[src/rtl/vend_controller.sv]
// Vending machine controller: a debounced keypad selects an item, coins are
// accumulated against its price, and the FSM either vends (with change) or
// refunds on cancel or inactivity.
module vend_controller #(
   parameter int DEBOUNCE_CYCLES = 16,
   parameter int TIMEOUT_CYCLES  = 1000,
   parameter int PRICE0          = 15,
   parameter int PRICE1          = 20,
   parameter int PRICE2          = 25,
   parameter int PRICE3          = 40
) (
   input  logic       clk,
   input  logic       rst_n,
   input  logic [3:0] row,
   input  logic [1:0] item_selected,
   input  logic [1:0] coin_in,
   input  logic       cancel,
   output logic       dispense,
   output logic [1:0] dispense_item,
   output logic       change_valid,
   output logic [7:0] change_amt,
   output logic [7:0] credit,
   output logic       busy
);

   localparam int DW = $clog2(DEBOUNCE_CYCLES + 1);
   localparam int TW = $clog2(TIMEOUT_CYCLES + 1);

   typedef enum logic [1:0] {
      IDLE   = 2'd0,
      PAY    = 2'd1,
      VEND   = 2'd2,
      REFUND = 2'd3
   } state_t;

   function automatic logic [7:0] price_of(input int idx);
      case (idx)
         0:       price_of = 8'(PRICE0);
         1:       price_of = 8'(PRICE1);
         2:       price_of = 8'(PRICE2);
         default: price_of = 8'(PRICE3);
      endcase
   endfunction

   // Price lookup indexed by item code
   logic [7:0] price_tbl [4];
   generate
      for (genvar gi = 0; gi < 4; gi++) begin : g_price
         assign price_tbl[gi] = price_of(gi);
      end
   endgenerate

   state_t          state_reg, state_next;
   logic [7:0]      credit_reg, credit_next;
   logic [1:0]      item_reg, item_next;
   logic [7:0]      price_reg, price_next;
   logic [TW-1:0]   tmo_reg, tmo_next;
   logic            key_down_reg, key_down_next;
   logic [DW-1:0]   deb_cnt_reg, deb_cnt_next;
   logic            press_evt;
   logic            raw_pressed;
   logic [7:0]      coin_val;
   logic [8:0]      sum9;
   logic [7:0]      credit_sat;
   logic [7:0]      diff;

   assign raw_pressed = (row != 4'b1111);

   // Debounce: count consecutive cycles the raw level disagrees with the
   // debounced level; flip after DEBOUNCE_CYCLES and flag a press on 0->1.
   always_comb begin
      key_down_next = key_down_reg;
      deb_cnt_next  = '0;
      press_evt     = 1'b0;
      if (raw_pressed != key_down_reg) begin
         if (deb_cnt_reg == DW'(DEBOUNCE_CYCLES - 1)) begin
            key_down_next = raw_pressed;
            press_evt     = raw_pressed;
         end else begin
            deb_cnt_next = deb_cnt_reg + DW'(1);
         end
      end
   end

   // Coin decode and saturating credit accumulation
   always_comb begin
      case (coin_in)
         2'b01:   coin_val = 8'd5;
         2'b10:   coin_val = 8'd10;
         2'b11:   coin_val = 8'd20;
         default: coin_val = 8'd0;
      endcase
      sum9       = {1'b0, credit_reg} + {1'b0, coin_val};
      credit_sat = sum9[8] ? 8'hFF : sum9[7:0];
   end

   // FSM next-state and outputs; outputs decode from state so they are
   // single-cycle pulses in VEND/REFUND and forced low by reset.
   always_comb begin
      state_next    = state_reg;
      credit_next   = credit_reg;
      item_next     = item_reg;
      price_next    = price_reg;
      tmo_next      = tmo_reg;
      dispense      = 1'b0;
      dispense_item = 2'b00;
      change_valid  = 1'b0;
      change_amt    = 8'd0;
      diff          = 8'd0;
      case (state_reg)
         IDLE: begin
            if (press_evt) begin
               item_next  = item_selected;
               price_next = price_tbl[item_selected];
               tmo_next   = '0;
               state_next = PAY;
            end
         end
         PAY: begin
            credit_next = credit_sat;
            if (cancel) begin
               state_next = REFUND;
            end else if (credit_sat >= price_reg) begin
               state_next = VEND;
            end else if (coin_in != 2'b00) begin
               tmo_next = '0;
            end else if (tmo_reg == TW'(TIMEOUT_CYCLES - 1)) begin
               state_next = REFUND;
            end else begin
               tmo_next = tmo_reg + TW'(1);
            end
         end
         VEND: begin
            dispense      = 1'b1;
            dispense_item = item_reg;
            diff          = credit_reg - price_reg;
            if (diff != 8'd0) begin
               change_valid = 1'b1;
               change_amt   = diff;
            end
            credit_next = 8'd0;
            state_next  = IDLE;
         end
         default: begin
            if (credit_reg != 8'd0) begin
               change_valid = 1'b1;
               change_amt   = credit_reg;
            end
            credit_next = 8'd0;
            state_next  = IDLE;
         end
      endcase
   end

   // State and datapath registers
   always_ff @(posedge clk or negedge rst_n) begin
      if (!rst_n) begin
         state_reg    <= IDLE;
         credit_reg   <= 8'd0;
         item_reg     <= 2'b00;
         price_reg    <= 8'd0;
         tmo_reg      <= '0;
         key_down_reg <= 1'b0;
         deb_cnt_reg  <= '0;
      end else begin
         state_reg    <= state_next;
         credit_reg   <= credit_next;
         item_reg     <= item_next;
         price_reg    <= price_next;
         tmo_reg      <= tmo_next;
         key_down_reg <= key_down_next;
         deb_cnt_reg  <= deb_cnt_next;
      end
   end

   assign credit = credit_reg;
   assign busy   = (state_reg != IDLE);

endmodule

[config.mk]
export PLATFORM = sky130hd
export DESIGN_NAME = vend_controller
export DESIGN_NICKNAME = d
export VERILOG_FILES = /design/src/rtl/vend_controller.sv
export SDC_FILE = /design/constraint.sdc
export NUM_CORES = 1
export LEC_CHECK = 0
export CAP_MARGIN = 20
export CORE_AREA = 3 3 79 81
export DETAILED_ROUTE_END_ITERATION = 10
export DIE_AREA = 0 0 82 84
export PLACE_DENSITY = 0.67
export SYNTH_ARGS = -nofsm -noshare
export SYNTH_HDL_FRONTEND = slang
export SYNTH_SLANG_ARGS = --single-unit
[constraint.sdc]
create_clock -name clk -period 6.2 [get_ports clk]
set_clock_uncertainty 0.15 [all_clocks]
set_input_delay 1.55 -clock clk [delete_from_list [all_inputs] [get_ports clk]]
set_output_delay 1.55 -clock clk [all_outputs]
set_load 0.03 [all_outputs]
==> results.py <==
metrics = {
    "setup_path": {
        "cp.required_ns": 6.26,
        "crit_type": "in2reg",
        "path_cells": "clkdlybuf4s50_1 -> and2b_1 -> ha_1 -> fa_1 -> a21o_1 -> maj3_4 -> a21oi_2 -> or3_1 -> nand2_1 -> ha_1 -> a21o_1 -> a211oi_1 -> o21ai_0 -> o21a_1 -> nor3_4 -> mux2i_1",
        "r2r_start": "credit[0]",
        "cpPeakStageDelay_ns": 0.47,
        "critPathTopFamily": "compound AO/OA/AOI/OAI gates",
        "critPathSlowestCell": "clkdlybuf4s50_1",
        "cp_max_fo": 9,
        "cp-start-kind": "input pin",
        "cp.buffers_inverters": 1,
        "crit_start": "coin_in[0]",
        "cp-end-kind": "flop",
        "arrival_ns": 5.84,
    },
    "drt": {
        "wl_um": 5760,
        "firstDrtPassIters": 4,
        "vias": 2246,
        "viasPerCell": 5.63,
        "drc": 0,
        "top_layer_used": "met4",
        "wl_met1_um": 2700,
        "wl_per_cell_um": 14.4,
        "drt_iter0_markers": 91,
        "wl_met3_um": 234,
        "route.met2.wl_um": 2760,
        "antenna_left": 0,
    },
    "worst_hold_path": {
        "hold_path_class": "reg2reg",
        "hold_start": "deb_cnt_reg[0]",
    },
    "clock_network": {
        "cts.clk_slew.worst_paths_ns": 0.07,
        "clock_latency_ns": 0.29,
        "cts_hold_buffers": 0,
        "numClockSinks": 34,
        "cts_root_buf": "clkbuf_8",
        "cts_made_buffers": 5,
        "cts.repair.resized": 0,
        "htreeDepth": 2,
        "cts_tree": "yes",
        "cts_setup_buffers": 0,
        "cts_buffer_depth": 2,
    },
    "grt": {
        "gr-total-overflow": 0,
        "grt_max_degree": 35,
        "antenna_found_initial": 0,
        "grt_pass1_vias": 2141,
        "grt_pass1_wl_um": 9890,
        "grtUsageTotal_pct": 18.1,
    },
    "synthesis": {
        "synth_flop_cell": "dfrtp_1",
        "synth-edff-count": 0,
        "avgSynthCellArea_um2": 8.67,
        "syn-num-nets": 333,
        "yosysUniqueCellTypes": 57,
        "async_flop_share_pct": 100,
        "yosysSeqAreaShare_pct": 32.9,
        "synthCells": 298,
        "ys_warn_count": 0,
        "syn_area_um2": 2580,
        "ys_ff_latch": 34,
        "synth_top_cell_by_area": "dfrtp_1",
        "netlist_top_cells_area": "dfrtp_1 33%, ha_1 11%, nand2_1 4.5%",
        "synth_top_area_share_pct": 32.9,
    },
    "final_layout": {
        "drive_above_1_share_pct": 7.65,
        "layout_common_cells": "34 x dfrtp_1, 31 x nand2_1, 31 x clkdlybuf4s50_1",
        "n_antenna_cell": 0,
        "fin_cells": 399,
        "area_growth_pct": 19.4,
        "layout_commonest_cell": "dfrtp_1",
        "nets": 361,
        "largest_reg_flops": 10,
    },
    "power": {
        "p_switching_uw": 114,
        "clock_power_share_pct": 47.9,
        "power.density_nw_per_um2": 168,
        "p_leak_nw": 1.35,
        "p_comb_share_pct": 9.4,
        "internal-power_uw": 405,
        "swShare_pct": 22.0,
        "power.share.sequential_pct": 42.7,
        "irDropWorstVdd_v": 0.000120,
    },
    "floorplanning": {
        "ios": 32,
        "row_count": 27,
        "start_util_pct": 46.7,
        "die_x_um": 82,
        "dieArea_um2": 6890,
        "fp.coreArea_um2": 5540,
        "fp.dieH_um": 84,
    },
    "timing": {
        "final_hold_viol_count": 0,
        "period_needed_ns": 5.77,
        "grt_setup_unrepaired": "false",
        "max_slew_margin_pct": 56.0,
        "max_slew.worst_pin.slew_ns": 0.653,
        "finalSetupTns_ns": 0,
        "post-route-period-util_pct": 93.1,
        "setup_viol": 0,
        "fmax_mhz": 173,
        "slew_viol_final": 0,
    },
    "outcome": {
        "status": "finished, final reports clean",
    },
    "run": {
        "drv_cap": 0,
    },
    "placement": {
        "io_buffers": 31,
        "place_congestion": 0.855,
        "hpwl_um": 4370,
        "place_inst": 391,
    },
}
synthesized netlist by cell type (4+ instances only):
cell type / instances
dfrtp_1: 34
nand2_1: 31
nor2_1: 28
ha_1: 22
o21ai_0: 19
inv_1: 18
a31oi_1: 14
a21oi_1: 11
nand3_1: 9
clkbuf_1: 8
xnor2_1: 8
and3_1: 6
nor3_1: 6
o21a_1: 6
a211oi_1: 5
a21o_1: 4
nor2b_1: 4
or3_1: 4
xor2_1: 4
routing by layer:
layer  track usage [%]  vias to the layer above
li1                  -                     1128
met1              24.0                     1062
met2              29.8                       51
met3              3.56                        5
met4              4.98                        0
met5                 0                        -
layout make-up:
cell class / count / area [um^2]
Fill cell: 519 / 2450
Multi-Input combinational cell: 231 / 1600
Sequential cell: 34 / 851
Timing Repair Buffer: 34 / 333
Tap cell: 72 / 90.1
Inverter: 20 / 77.6
Clock buffer: 5 / 68.8
Clock inverter: 3 / 68.8
final timing paths:
kind	to	slack [ns]	cells after the start
worst max-delay path	tmo_reg[1]	0.43	16
worst min-delay path	deb_cnt_reg[0]	0.32	1
worst max register to register	tmo_reg[1]	1.84	14
worst min register to register	deb_cnt_reg[0]	0.32	1
max in group asynchronous	tmo_reg[0]	4.09	2
min in group asynchronous	key_down_reg	1.50	2
power by group through the flow:
stage          logic, mW  clock network [mW]  registers [mW]
6_report          0.0490               0.249           0.222
4_1_cts           0.0497               0.252           0.222
2_1_floorplan     0.0301                   0           0.226
3_3_place_gp      0.0484                   0           0.226
5_1_grt           0.0558               0.262           0.222
3_5_place_dp      0.0495                   0           0.226
per-stage QoR:
step	hold slack (ns)	util [%]	worst slack (ns)	power, mW	cell area (um^2)
finish	0.315	55.7	0.427	0.520	3090
CTS	0.320	55.7	0.424	0.524	3090
global placement	0.300	53.2	0.280	0.275	2950
floorplan	0.279	-	1.07	0.256	2580
global route	0.341	55.7	0.103	0.540	3090
detailed placement	0.310	53.2	0.142	0.276	2950
logic make-up (layout without fill, tap and decap cells):
family                     after synthesis  in the layout  synth area share [%]
buffers and inverters                   33             62                  5.28
DFF                                     34             34                  32.9
AOI/OAI and AO/OA                       82             82                  21.2
muxes                                    6              6                  2.47
adders and majority gates               25             25                  12.7
and+or+nand+nor                        106            106                  21.3
xor gates and xnor gates                12             12                  4.07
Power figures use the tool's default switching activity.
